<file path="config.mk">
export PLATFORM = sky130hd
export DESIGN_NAME = alt_pfl_pgm_verify_sequencer
export DESIGN_NICKNAME = d
export VERILOG_FILES = /design/src/rtl/alt_pfl_pgm_verify_sequencer_pkg.sv /design/src/rtl/alt_pfl_pgm_verify_capture.sv /design/src/rtl/alt_pfl_pgm_verify_sequencer.sv
export SDC_FILE = /design/constraint.sdc
export NUM_CORES = 1
export LEC_CHECK = 0
export ABC_AREA = 1
export CAP_MARGIN = 10
export CORE_ASPECT_RATIO = 0.5
export CORE_MARGIN = 1
export CORE_UTILIZATION = 45
export DETAILED_ROUTE_END_ITERATION = 10
export PLACE_DENSITY = 0.67
export SLEW_MARGIN = 20
export SYNTH_ARGS = -nofsm -noshare
export SYNTH_HDL_FRONTEND = slang
export SYNTH_SLANG_ARGS = --single-unit
</file>
<file path="constraint.sdc">
create_clock -name vjtag_tck -period 2.8 [get_ports vjtag_tck]
set_input_delay 0.28 -clock vjtag_tck [delete_from_list [all_inputs] [get_ports vjtag_tck]]
set_output_delay 0.28 -clock vjtag_tck [all_outputs]
set_load 0.01 [all_outputs]
</file>
<file path="src/rtl/alt_pfl_pgm_verify_sequencer_pkg.sv">
// Shared constants, state encoding and helpers for the PFL verify sequencer.
package alt_pfl_pgm_verify_sequencer_pkg;

    localparam int unsigned PFL_IR_BITS = 5;
    localparam int unsigned STATUS_W    = 16;
    localparam int unsigned IDX_W       = 4;
    localparam int unsigned NW_W        = 5;
    localparam int unsigned BIT_CNT_W   = 4;
    localparam int unsigned ACK_CNT_W   = 8;
    localparam int unsigned ACK_TIMEOUT = 255;
    localparam int unsigned MAX_WORDS   = 16;

    localparam logic [PFL_IR_BITS-1:0] IR_INFO             = PFL_IR_BITS'('h11);
    localparam logic [PFL_IR_BITS-1:0] IR_READ_DATA        = PFL_IR_BITS'('h12);
    localparam logic [PFL_IR_BITS-1:0] IR_LOAD_RESET_SHIFT = PFL_IR_BITS'('h1C);
    localparam logic [PFL_IR_BITS-1:0] IR_INC_COUNTER      = PFL_IR_BITS'('h1D);

    localparam logic [STATUS_W-1:0] LINK_PATTERN = STATUS_W'('hA5A5);

    typedef enum logic [3:0] {
        S_IDLE,
        S_LINK_INFO,
        S_LINK_LOAD,
        S_LINK_SHIFT,
        S_LINK_CHK,
        S_WREQ,
        S_W_IR,
        S_W_CDR,
        S_W_UDR,
        S_W_INC,
        S_RD_LOAD,
        S_RD_SHIFT,
        S_DONE
    } state_e;

    // Mask of the slots that take part in the verdict: bits [n-1:0].
    function automatic logic [STATUS_W-1:0] slot_mask(input logic [NW_W-1:0] n);
        logic [STATUS_W:0] m;
        m = ((STATUS_W+1)'(1) << n) - (STATUS_W+1)'(1);
        return m[STATUS_W-1:0];
    endfunction

    // Limit requested word count to the number of responder slots.
    function automatic logic [NW_W-1:0] clamp_words(input logic [NW_W-1:0] n);
        return (n > NW_W'(MAX_WORDS)) ? NW_W'(MAX_WORDS) : n;
    endfunction

endpackage

</file>
<file path="src/rtl/alt_pfl_pgm_verify_capture.sv">
// 16-bit TDO capture shifter; LSB-first, first sampled bit ends up in bit 0.
module alt_pfl_pgm_verify_capture
    import alt_pfl_pgm_verify_sequencer_pkg::*;
(
    input  logic                clk_i,
    input  logic                rst_i,
    input  logic                clr_i,
    input  logic                shift_i,
    input  logic                tdo_i,
    output logic [STATUS_W-1:0] cap_o,
    output logic [STATUS_W-1:0] cap_nxt_c_o
);

    logic [STATUS_W-1:0] cap_q;

    assign cap_nxt_c_o = {tdo_i, cap_q[STATUS_W-1:1]};
    assign cap_o       = cap_q;

    // Shift in one TDO bit per SDR cycle; clear ahead of each shift phase.
    always_ff @(posedge clk_i) begin
        if (rst_i || clr_i) begin
            cap_q <= '0;
        end else if (shift_i) begin
            cap_q <= cap_nxt_c_o;
        end
    end

endmodule

</file>
<file path="src/rtl/alt_pfl_pgm_verify_sequencer.sv">
// Initiator for the PFL on-chip verify virtual-JTAG protocol: link check,
// per-word fetch/compare, status readout and pass/fail report.
module alt_pfl_pgm_verify_sequencer
    import alt_pfl_pgm_verify_sequencer_pkg::*;
(
    input  logic                   vjtag_tck,
    input  logic                   reset,
    input  logic                   start,
    input  logic [NW_W-1:0]        num_words,
    output logic                   word_req,
    output logic [IDX_W-1:0]       word_index,
    input  logic                   word_ack,
    output logic [PFL_IR_BITS-1:0] vjtag_ir_in,
    output logic                   vjtag_virtual_state_uir,
    output logic                   vjtag_virtual_state_cdr,
    output logic                   vjtag_virtual_state_sdr,
    output logic                   vjtag_virtual_state_udr,
    output logic                   vjtag_tdi,
    input  logic                   vjtag_tdo,
    output logic                   busy,
    output logic                   done,
    output logic                   pass,
    output logic                   link_err,
    output logic                   timeout_err,
    output logic [STATUS_W-1:0]    status_word
);

    state_e                 state_q;
    logic [PFL_IR_BITS-1:0] ir_q;
    logic                   uir_q, cdr_q, sdr_q, udr_q;
    logic                   word_req_q;
    logic [IDX_W-1:0]       idx_q;
    logic [NW_W-1:0]        n_q;
    logic [BIT_CNT_W-1:0]   bit_cnt_q;
    logic [ACK_CNT_W-1:0]   ack_cnt_q;
    logic                   busy_q, done_q, pass_q, link_err_q, timeout_err_q;
    logic [STATUS_W-1:0]    status_q;

    logic [STATUS_W-1:0]    cap;
    logic [STATUS_W-1:0]    cap_nxt_c;
    logic                   cap_clr_c;

    assign cap_clr_c = (state_q == S_LINK_LOAD) || (state_q == S_RD_LOAD);

    alt_pfl_pgm_verify_capture u_capture (
        .clk_i       (vjtag_tck),
        .rst_i       (reset),
        .clr_i       (cap_clr_c),
        .shift_i     (sdr_q),
        .tdo_i       (vjtag_tdo),
        .cap_o       (cap),
        .cap_nxt_c_o (cap_nxt_c)
    );

    // Session FSM; strobes are one-cycle and default low every cycle.
    always_ff @(posedge vjtag_tck) begin
        if (reset) begin
            state_q       <= S_IDLE;
            ir_q          <= '0;
            uir_q         <= 1'b0;
            cdr_q         <= 1'b0;
            sdr_q         <= 1'b0;
            udr_q         <= 1'b0;
            word_req_q    <= 1'b0;
            idx_q         <= '0;
            n_q           <= '0;
            bit_cnt_q     <= '0;
            ack_cnt_q     <= '0;
            busy_q        <= 1'b0;
            done_q        <= 1'b0;
            pass_q        <= 1'b0;
            link_err_q    <= 1'b0;
            timeout_err_q <= 1'b0;
            status_q      <= '0;
        end else begin
            uir_q  <= 1'b0;
            cdr_q  <= 1'b0;
            sdr_q  <= 1'b0;
            udr_q  <= 1'b0;
            done_q <= 1'b0;
            case (state_q)
                S_IDLE: begin
                    if (start) begin
                        n_q           <= clamp_words(num_words);
                        pass_q        <= 1'b0;
                        link_err_q    <= 1'b0;
                        timeout_err_q <= 1'b0;
                        busy_q        <= 1'b1;
                        ir_q          <= IR_INFO;
                        uir_q         <= 1'b1;
                        state_q       <= S_LINK_INFO;
                    end
                end
                S_LINK_INFO: begin
                    ir_q    <= IR_LOAD_RESET_SHIFT;
                    uir_q   <= 1'b1;
                    state_q <= S_LINK_LOAD;
                end
                S_LINK_LOAD: begin
                    sdr_q     <= 1'b1;
                    bit_cnt_q <= '0;
                    state_q   <= S_LINK_SHIFT;
                end
                S_LINK_SHIFT: begin
                    if (bit_cnt_q == BIT_CNT_W'(STATUS_W - 1)) begin
                        state_q <= S_LINK_CHK;
                    end else begin
                        sdr_q     <= 1'b1;
                        bit_cnt_q <= bit_cnt_q + BIT_CNT_W'(1);
                    end
                end
                S_LINK_CHK: begin
                    status_q <= cap;
                    if (cap != LINK_PATTERN) begin
                        link_err_q <= 1'b1;
                        done_q     <= 1'b1;
                        state_q    <= S_DONE;
                    end else if (n_q == '0) begin
                        ir_q    <= IR_LOAD_RESET_SHIFT;
                        uir_q   <= 1'b1;
                        state_q <= S_RD_LOAD;
                    end else begin
                        word_req_q <= 1'b1;
                        idx_q      <= '0;
                        ack_cnt_q  <= '0;
                        state_q    <= S_WREQ;
                    end
                end
                S_WREQ: begin
                    if (word_ack) begin
                        ir_q    <= IR_READ_DATA;
                        uir_q   <= 1'b1;
                        state_q <= S_W_IR;
                    end else if (ack_cnt_q == ACK_CNT_W'(ACK_TIMEOUT - 1)) begin
                        timeout_err_q <= 1'b1;
                        word_req_q    <= 1'b0;
                        done_q        <= 1'b1;
                        state_q       <= S_DONE;
                    end else begin
                        ack_cnt_q <= ack_cnt_q + ACK_CNT_W'(1);
                    end
                end
                S_W_IR: begin
                    cdr_q   <= 1'b1;
                    state_q <= S_W_CDR;
                end
                S_W_CDR: begin
                    udr_q   <= 1'b1;
                    state_q <= S_W_UDR;
                end
                S_W_UDR: begin
                    word_req_q <= 1'b0;
                    ir_q       <= IR_INC_COUNTER;
                    uir_q      <= 1'b1;
                    state_q    <= S_W_INC;
                end
                S_W_INC: begin
                    if ((NW_W'(idx_q) + NW_W'(1)) < n_q) begin
                        word_req_q <= 1'b1;
                        idx_q      <= idx_q + IDX_W'(1);
                        ack_cnt_q  <= '0;
                        state_q    <= S_WREQ;
                    end else begin
                        ir_q    <= IR_LOAD_RESET_SHIFT;
                        uir_q   <= 1'b1;
                        state_q <= S_RD_LOAD;
                    end
                end
                S_RD_LOAD: begin
                    sdr_q     <= 1'b1;
                    bit_cnt_q <= '0;
                    state_q   <= S_RD_SHIFT;
                end
                S_RD_SHIFT: begin
                    if (bit_cnt_q == BIT_CNT_W'(STATUS_W - 1)) begin
                        status_q <= cap_nxt_c;
                        pass_q   <= &(cap_nxt_c | ~slot_mask(n_q));
                        done_q   <= 1'b1;
                        state_q  <= S_DONE;
                    end else begin
                        sdr_q     <= 1'b1;
                        bit_cnt_q <= bit_cnt_q + BIT_CNT_W'(1);
                    end
                end
                S_DONE: begin
                    busy_q  <= 1'b0;
                    state_q <= S_IDLE;
                end
                default: begin
                    state_q <= S_IDLE;
                end
            endcase
        end
    end

    assign vjtag_ir_in             = ir_q;
    assign vjtag_virtual_state_uir = uir_q;
    assign vjtag_virtual_state_cdr = cdr_q;
    assign vjtag_virtual_state_sdr = sdr_q;
    assign vjtag_virtual_state_udr = udr_q;
    assign vjtag_tdi               = 1'b0;
    assign word_req                = word_req_q;
    assign word_index              = idx_q;
    assign busy                    = busy_q;
    assign done                    = done_q;
    assign pass                    = pass_q;
    assign link_err                = link_err_q;
    assign timeout_err             = timeout_err_q;
    assign status_word             = status_q;

endmodule
</file>
* Yosys cells after proc, flatten, opt, wreduce, memory -nomap -nowiden
Cells that the tools add are included.
Word-level totals: word-level logic and storage cells 149, memory bits (writable) 0, bits in read-only memories 0, bits of input ports 10, latch bits 0, bits in registers 72, output and inout port bits 36, memories kept 0
Operators by class: eq/ne operators 30, divide/modulo/power cells 0, muxes and demuxes 61, reduce and logical (&&, ||, !) cells 30, $add $sub $neg 5, multipliers 0, shifts and indexed selects 1, magnitude comparators 2, bitwise operators 2
Operators with widths (number):
- 4-bit 2-to-1 mux | 12
- 4-bit one-hot mux with 12 select lines | 1
- 8-bit 2-to-1 mux | 5
- 16-bit one-hot mux with 2 select lines | 1
- 5-bit 2-to-1 mux | 6
- 5-bit one-hot mux with 6 select lines | 1
- 2-bit != test, second input constant | 14
- 4-bit equality test, second input constant | 6
- 8-bit one-hot mux with 3 select lines | 1
- 1-bit 2-to-1 mux | 23
- 6-bit AND reduction | 3
- 4-bit by 3-bit equality test with 1-bit output, second input constant | 4
- 16-bit 2-to-1 mux | 1
- 16-bit != test, second input constant | 1
- 16-bit inverter | 1
- 16-bit OR | 1
- 4-bit one-hot mux with 2 select lines | 2
- 16-bit AND reduction | 1
- 1-bit by 5-bit << shifter with 16-bit output, first input constant | 1
- 16-bit by 2-bit subtractor with 16-bit output, second input constant | 1
- 2-bit nonzero test | 7
- 4-bit AND reduction | 3
- 1-bit one-hot mux with 2 select lines | 5
- 4-bit by 1-bit adder with 4-bit output, second input constant | 2
- other kinds (20) | 28

* Depth between registers and ports, before layout
Gate-level depths: netlist (run 1).
word-level depth 7, mapped depth 14, depth with buffers taken out 14

* Modules after synthesis
Synthesis (run 1) repeated with hierarchy kept, for this count alone.
Unflattened totals: cell total of the unflattened synthesis 594, area, all modules 4021.4 um^2
Modules (own cells, without submodules):
- alt_pfl_pgm_verify_sequencer | instances 1, area an instance 3208.1 um^2, seq. area each 1101.1 um^2, cells each 477
- alt_pfl_pgm_verify_capture | instances 1, area an instance 813.3 um^2, seq. area each 320.3 um^2, cells each 117

* Least setup slack after synthesis (run 1)
Ideal clock, no wire load.
kind register -> register, start register idx_q[0] (netlist: word_index[0]), end register ack_cnt_q[2], path buffers 0, data arrival time 1.885 ns, cell stages (with the launch flop) 12, library setup time 0.132 ns, slack 0.783 ns, data required time 2.668 ns, period minus slack after synthesis 2.017 ns, path through dfxtp_1 ha_1 xor2_1 ha_1 a21oi_1 o211ai_1 nand2_1 nand2_1 nor2_4 inv_2 nand2_1 a21oi_1
Between the ends: word-level cells in the longest chain between the ends 4
Ends and longest elaborated chain:
- from (decl) | line alt_pfl_pgm_verify_sequencer.sv:32 | logic [IDX_W-1:0] idx_q;
- from (signal assigned) | line alt_pfl_pgm_verify_sequencer.sv:160 | idx_q <= idx_q + IDX_W'(1);
- 4-bit by 1-bit adder with 5-bit output | line alt_pfl_pgm_verify_sequencer.sv:158 | if ((NW_W'(idx_q) + NW_W'(1)) < n_q) begin
- 5-bit < comparator | line alt_pfl_pgm_verify_sequencer.sv:158
- 2-bit != test (no line)
- 6-bit AND reduction (no line)
- to (signal assigned) | line alt_pfl_pgm_verify_sequencer.sv:140 | ack_cnt_q <= ack_cnt_q + ACK_CNT_W'(1);
- to (decl) | line alt_pfl_pgm_verify_sequencer.sv:35 | logic [ACK_CNT_W-1:0] ack_cnt_q;
No other way between the ends. A chain may end at the register's enable or synchronous reset.

* Final worst setup path (run 1)
start register idx_q[0] (netlist: word_index[0]), end register ack_cnt_q[7]
Same word-level chain as after synthesis.

==> results.cfg, run 1 <==
[timing]
holdWs_ns = 0.4493
post-route-min-period_ns = 2.226
rsz0062_at_grt = false
worstMarginPinSlew_ns = 0.7019
slew_violations = 0
fin_skew_ns = 0.007208
hold_violations = 0
timing.setup.tns_ns = 0
max_freq_mhz = 449.2
timing.final.crit_share = 0.7951
setup_viol = 0
slew_headroom = 0.5303

[setup_path]
critPathRequiredTime_ns = 3.02
path_class = reg -> reg
end_kind = flip-flop
cp_max_fo = 10
worst_setup_path_start_kind = flip-flop
cp_data_arrival_time_ns = 2.45

[detailed_routing]
routedWlPerCell_um = 13.20
vias = 3617
drt_pass1_iterations = 5
drc = 0
routed_wl_mm = 9.175
drtAntennaViolNets = 0
drt-initial-drc-count = 268
viasPerCell = 5.204

[grt]
grt_pass1_vias = 3181
antenna_found_initial = 0
globalRouteTotalUtil = 0.2317
grt_pass1_wl_mm = 15.15
grt_max_degree = 33
grt_overflow_total = 0

[synth]
synth-edff-count = 0
syn-num-nets = 559
async_reset_ff_frac = 0
synth_cells = 540
synthTopCellsByArea = dfxtp_1, nand2_1, nor2_1
synth_most_common_cell = nand2_1
yosysTopAreaCell = dfxtp_1
synth-main-ff-cell = dfxtp_1
synth-seq-cells = 71
ys_types = 40
syn_area_mm2 = 0.003697
synth_top_area_frac = 0.3844
yosys-top-cells-count = nand2_1, nor2_1, dfxtp_1
avgSynthCellArea_um2 = 6.847
ys_warn_count = 0
ys_seq_area_frac = 0.3844

[clocking]
cts_tree = done
cts-root-buf = clkbuf_16
cts.path.max_buffers = 2
clk_pin_slew_ns = 0.06
insertion_delay_ns = 0.35
htreeDepth = 3
cts_resized = 0
hold_buffers = 0
post_cts.repair.setup_buffers = 0
clock_sinks = 71
cts_inserted_buffers = 9

[power]
ir_drop_v = 0.0003745
p_leak_nw = 1.712
power_density_mw_per_mm2 = 793.8
p_total_w = 0.003604

[floorplanning]
core-area_mm2 = 0.007625
die_x_um = 130.2
fp.dieH_um = 66.10
io_pins = 46
start_util = 0.4849
rows = 22
die-area_mm2 = 0.008605

[run]
drv_cap = 0

[layout]
final_nets = 601
fin_cells = 695
n_antenna_cell = 0
synthToLayoutAreaGrowth_pct = 22.81
drive_gt1_frac = 0.08688

[placement]
hpwl_mm = 6.678
gp_congestion = 0.9672
placed_cells = 679
portBuffers = 44

[hold_path]
hp-class = reg -> reg

[run_status]
status = completed
flip-flops by register name, summed over array words and instances (netlist names):
name	count
ack_cnt_q	8
bit_cnt_q	4
busy	1
done	1
link_err	1
n_q	5
pass	1
state_q	4
status_word	16
timeout_err	1
u_capture.cap_o	16
vjtag_ir_in	4
vjtag_virtual_state_cdr	1
vjtag_virtual_state_sdr	1
vjtag_virtual_state_udr	1
vjtag_virtual_state_uir	1
word_index	4
word_req	1
where the power goes:
group / switching [W] / internal, W
registers: 0.0000997 / 0.00114
clock network: 0.000452 / 0.000717
logic: 0.000741 / 0.000457
placed cells by master (no fill, tap or decap), types with 3 or more instances in the layout:
cell type,instances
dfxtp_1,71
nand3_1,31
ha_1,9
nor4_1,3
nand4_1,10
clkinv_4,4
nor2_4,4
o21ai_0,34
buf_4,5
nor2_2,6
inv_2,8
xor2_1,6
a21oi_1,43
o21ai_1,4
a31oi_1,17
clkdlybuf4s50_1,44
clkbuf_16,9
inv_1,50
o22ai_1,3
nor2_1,76
nor3_1,12
nand2_1,110
nand2_2,4
final cells by class:
| class | instances | area, um^2 |
|---|---|---|
| Sequential cell | 71 | 1421 |
| Tap cell | 108 | 135.1 |
| Timing Repair Buffer | 49 | 478.0 |
| Inverter | 59 | 224.0 |
| Multi-Input combinational cell | 392 | 1973 |
| Clock inverter | 6 | 70.07 |
| Fill cell | 754 | 3084 |
| Clock buffer | 10 | 239.0 |
final timing paths:
| check | startpoint | endpoint | slack [ns] | cells past startpoint |
|---|---|---|---|---|
| max | word_index[0] | ack_cnt_q[7] | 0.57 | 11 |
| min | link_err | link_err | 0.45 | 2 |
| max reg2reg | word_index[0] | ack_cnt_q[7] | 0.57 | 11 |
| min reg2reg | link_err | link_err | 0.45 | 2 |
cells by family (layout without fill, tap and decap cells):
family / after synthesis / in the layout / share of synthesized area
AND/OR/NAND/NOR: 263 / 263 / 0.3151
AO/OA/AOI/OAI: 111 / 111 / 0.1651
buffers and inverters: 77 / 124 / 0.08494
flip-flops: 71 / 71 / 0.3844
adder cells (fa/ha/maj): 9 / 9 / 0.03046
XOR/XNOR: 8 / 8 / 0.01895
other: 1 / 1 / 0.001014
routing by layer:
metal / global-route usage / share of wire / up-vias
met1: 0.3122 / 0.50 / 1612
met3: 0.06392 / 0.062 / 15
met2: 0.3564 / 0.42 / 119
met5: 0 / 0 / -
li1: - / - / 1871
met4: 0.07703 / 0.015 / 0
per-stage QoR:
step / setup WS, ns / utilization / instance area [um^2]
finish: 0.5736 / 0.5955 / 4541
global route: 0.3455 / 0.5955 / 4541
CTS: 0.5756 / 0.5945 / 4533
detailed placement: 0.5967 / 0.5540 / 4224
global placement: 0.6305 / 0.5540 / 4224
floorplan: 0.7829 / - / 3697
worst max-delay path: stages (launching register included):
cell and delay [ns]:
dfxtp_1 0.40, ha_1 0.21, xor2_1 0.21, ha_1 0.28, a21oi_1 0.13, o211ai_1 0.11
nand2_1 0.13, nand2_1 0.14, nor2_4 0.25, inv_2 0.12, nand2_1 0.07, a21oi_1 0.05
Note: power is estimated with default switching activity, not from simulation.
==> run 2, diff against run 1 <==
- clock period: 2.8 -> 2.2 ns (I/O delays scaled with it)
==> run 2 against run 1 <==
- die area stayed put
- setup slack worse by 0.48 ns
- power is 33% higher
- largest power group is now the clock network
- highest routed layer unchanged
==> results.cfg, run 2 (same netlist as run 1, synthesis figures left out) <==
[setup_path]
cp_slowest_cell = dfxtp_2
worst_setup_path_start_kind = flip-flop
path_class = reg -> reg
critPathRequiredTime_ns = 2.42
cp_max_fo = 6
critical_path.max_stage_delay_ns = 0.35
end_kind = flip-flop
ff2ff_setup_slack_ns = 0.1
path_cells = ha_2 -> nand2_1 -> nor2_1 -> ha_1 -> nand2_1 -> inv_1 -> nand4_1 -> o211ai_1 -> or2_1 -> nand2_2 -> inv_2 -> a21oi_1 -> nor2_1
rr_startpoint = word_index[0]
reg2reg_to = word_index[2]
cp_data_arrival_time_ns = 2.33
crit_buf_inv = 2
reg2reg_depth = 13
crit_family = simple AND/OR/NAND/NOR gates

[timing]
worstMarginPinSlew_ns = 1.048
max_freq_mhz = 475.6
setup_viol = 0
post-route-min-period_ns = 2.102
slew_violations = 0
timing.final.crit_share = 0.9557
timing.setup.tns_ns = 0
fin_skew_ns = 0.004258
hold_violations = 0
slew_headroom = 0.3015

[grt]
globalRouteTotalUtil = 0.2291
grt_pass1_wl_mm = 14.89
grt_overflow_total = 0
grt_pass1_vias = 3134
antenna_found_initial = 0
grt_max_degree = 33

[floorplanning]
die-area_mm2 = 0.008605
fp.dieH_um = 66.10
io_pins = 46
start_util = 0.4849
die_x_um = 130.2
core-area_mm2 = 0.007625
rows = 22

[power]
power_frac_seq = 0.329
p_leak_nw = 1.758
switching_share = 0.3380
power_frac_comb = 0.330
ir_drop_v = 0.0005314
clkPwrFrac = 0.341
power_density_mw_per_mm2 = 1031
net-switching-power_w = 0.001621
p_total_w = 0.004795
internal-power_w = 0.003175

[run_status]
status = completed

[clocking]
cts.path.max_buffers = 2
post_cts.repair.setup_buffers = 0
htreeDepth = 3
cts-root-buf = clkbuf_16
clk_pin_slew_ns = 0.05
cts_tree = done
insertion_delay_ns = 0.33
cts_inserted_buffers = 9
clock_sinks = 71

[hold_path]
holdCritStartpoint = link_err
hold_end = link_err
hp-class = reg -> reg
hold_depth = 2

[detailed_routing]
drt-initial-drc-count = 337
drtAntennaViolNets = 0
routedWlPerCell_um = 12.91
viasPerCell = 5.195
drt_pass1_iterations = 5
drc = 0
routed_wl_mm = 9.074
vias = 3652

[layout]
final_nets = 609
mostFrequentLayoutCells = nand2_1, nor2_1, dfxtp_1
n_antenna_cell = 0
synthToLayoutAreaGrowth_pct = 25.79
fin_cells = 703
stdcell_area_mm2 = 0.004651
final_core_util = 0.6099
mostFrequentLayoutCell = nand2_1
drive_gt1_frac = 0.1092

[placement]
hpwl_mm = 6.616
gp_congestion = 0.9062
placed_area_mm2 = 0.004277
portBuffers = 44
placed_cells = 686

[run]
drv_cap = 0
run 2: cell type report:
type                       instances  area (um^2)
clock buffer                      10        229.0
clock inverter                     6        108.9
fill                             746         2974
inverter                          59        224.0
multi-input combinational        393         1999
sequential                        71         1424
tap                              108        135.1
timing repair buffer              56        530.5
run 2: what timing repair did:
action,CTS,global route
gates resized for setup,0,10
endpoints found under the setup margin,0,18
hold buffers,0,0
hold endpoints to repair,0,0
run 2: worst max-delay path by stage:
stage               slack (ns)          start  depth (start not counted)            end
detailed placement        0.03  word_index[0]                         10  word_index[3]
global route            -0.003  word_index[0]                         13  word_index[3]
CTS                      0.002  word_index[0]                         10  word_index[3]
finish                     0.1  word_index[0]                         13  word_index[2]
global placement          0.11  word_index[0]                         10  word_index[3]
floorplan                 0.18  word_index[0]                         11   ack_cnt_q[2]
run 2: stage by stage:
step | worst slack, ns | hold WS [ns]
after floorplan | 0.1829 | 0.3587
after global placement | 0.1093 | 0.4407
after detailed placement | 0.02816 | 0.4432
after CTS | 0.001740 | 0.4513
after global routing | -0.003209 | 0.4772
final | 0.09752 | 0.4480
run 2: per-layer routing:
metal,up-vias,part of all wire,GRT usage
met5,-,0,0
met4,0,0.011,0.06977
met3,9,0.055,0.06715
met2,108,0.43,0.3504
met1,1647,0.50,0.3100
li1,1888,-,-
run 2: power by group through the flow:
stage | clock [W] | sequential, W | combinational (W)
2_1_floorplan | 0 | 0.00163 | 0.000986
3_3_place_gp | 0 | 0.00160 | 0.00152
3_5_place_dp | 0 | 0.00160 | 0.00152
4_1_cts | 0.00167 | 0.00157 | 0.00154
5_1_grt | 0.00173 | 0.00160 | 0.00177
6_report | 0.00163 | 0.00158 | 0.00158
run 2: tightest hold or removal path, stage by stage, from the launching register on:
cell,delay [ns]
dfxtp_1,0.30
inv_1,0.04
a21oi_1,0.05
==> run 3, diff against run 2 <==
- TNS_END_PERCENT: default -> 100
==> results of run 3 <==
The final DEF is identical to that of run 2; final timing and power are the same.
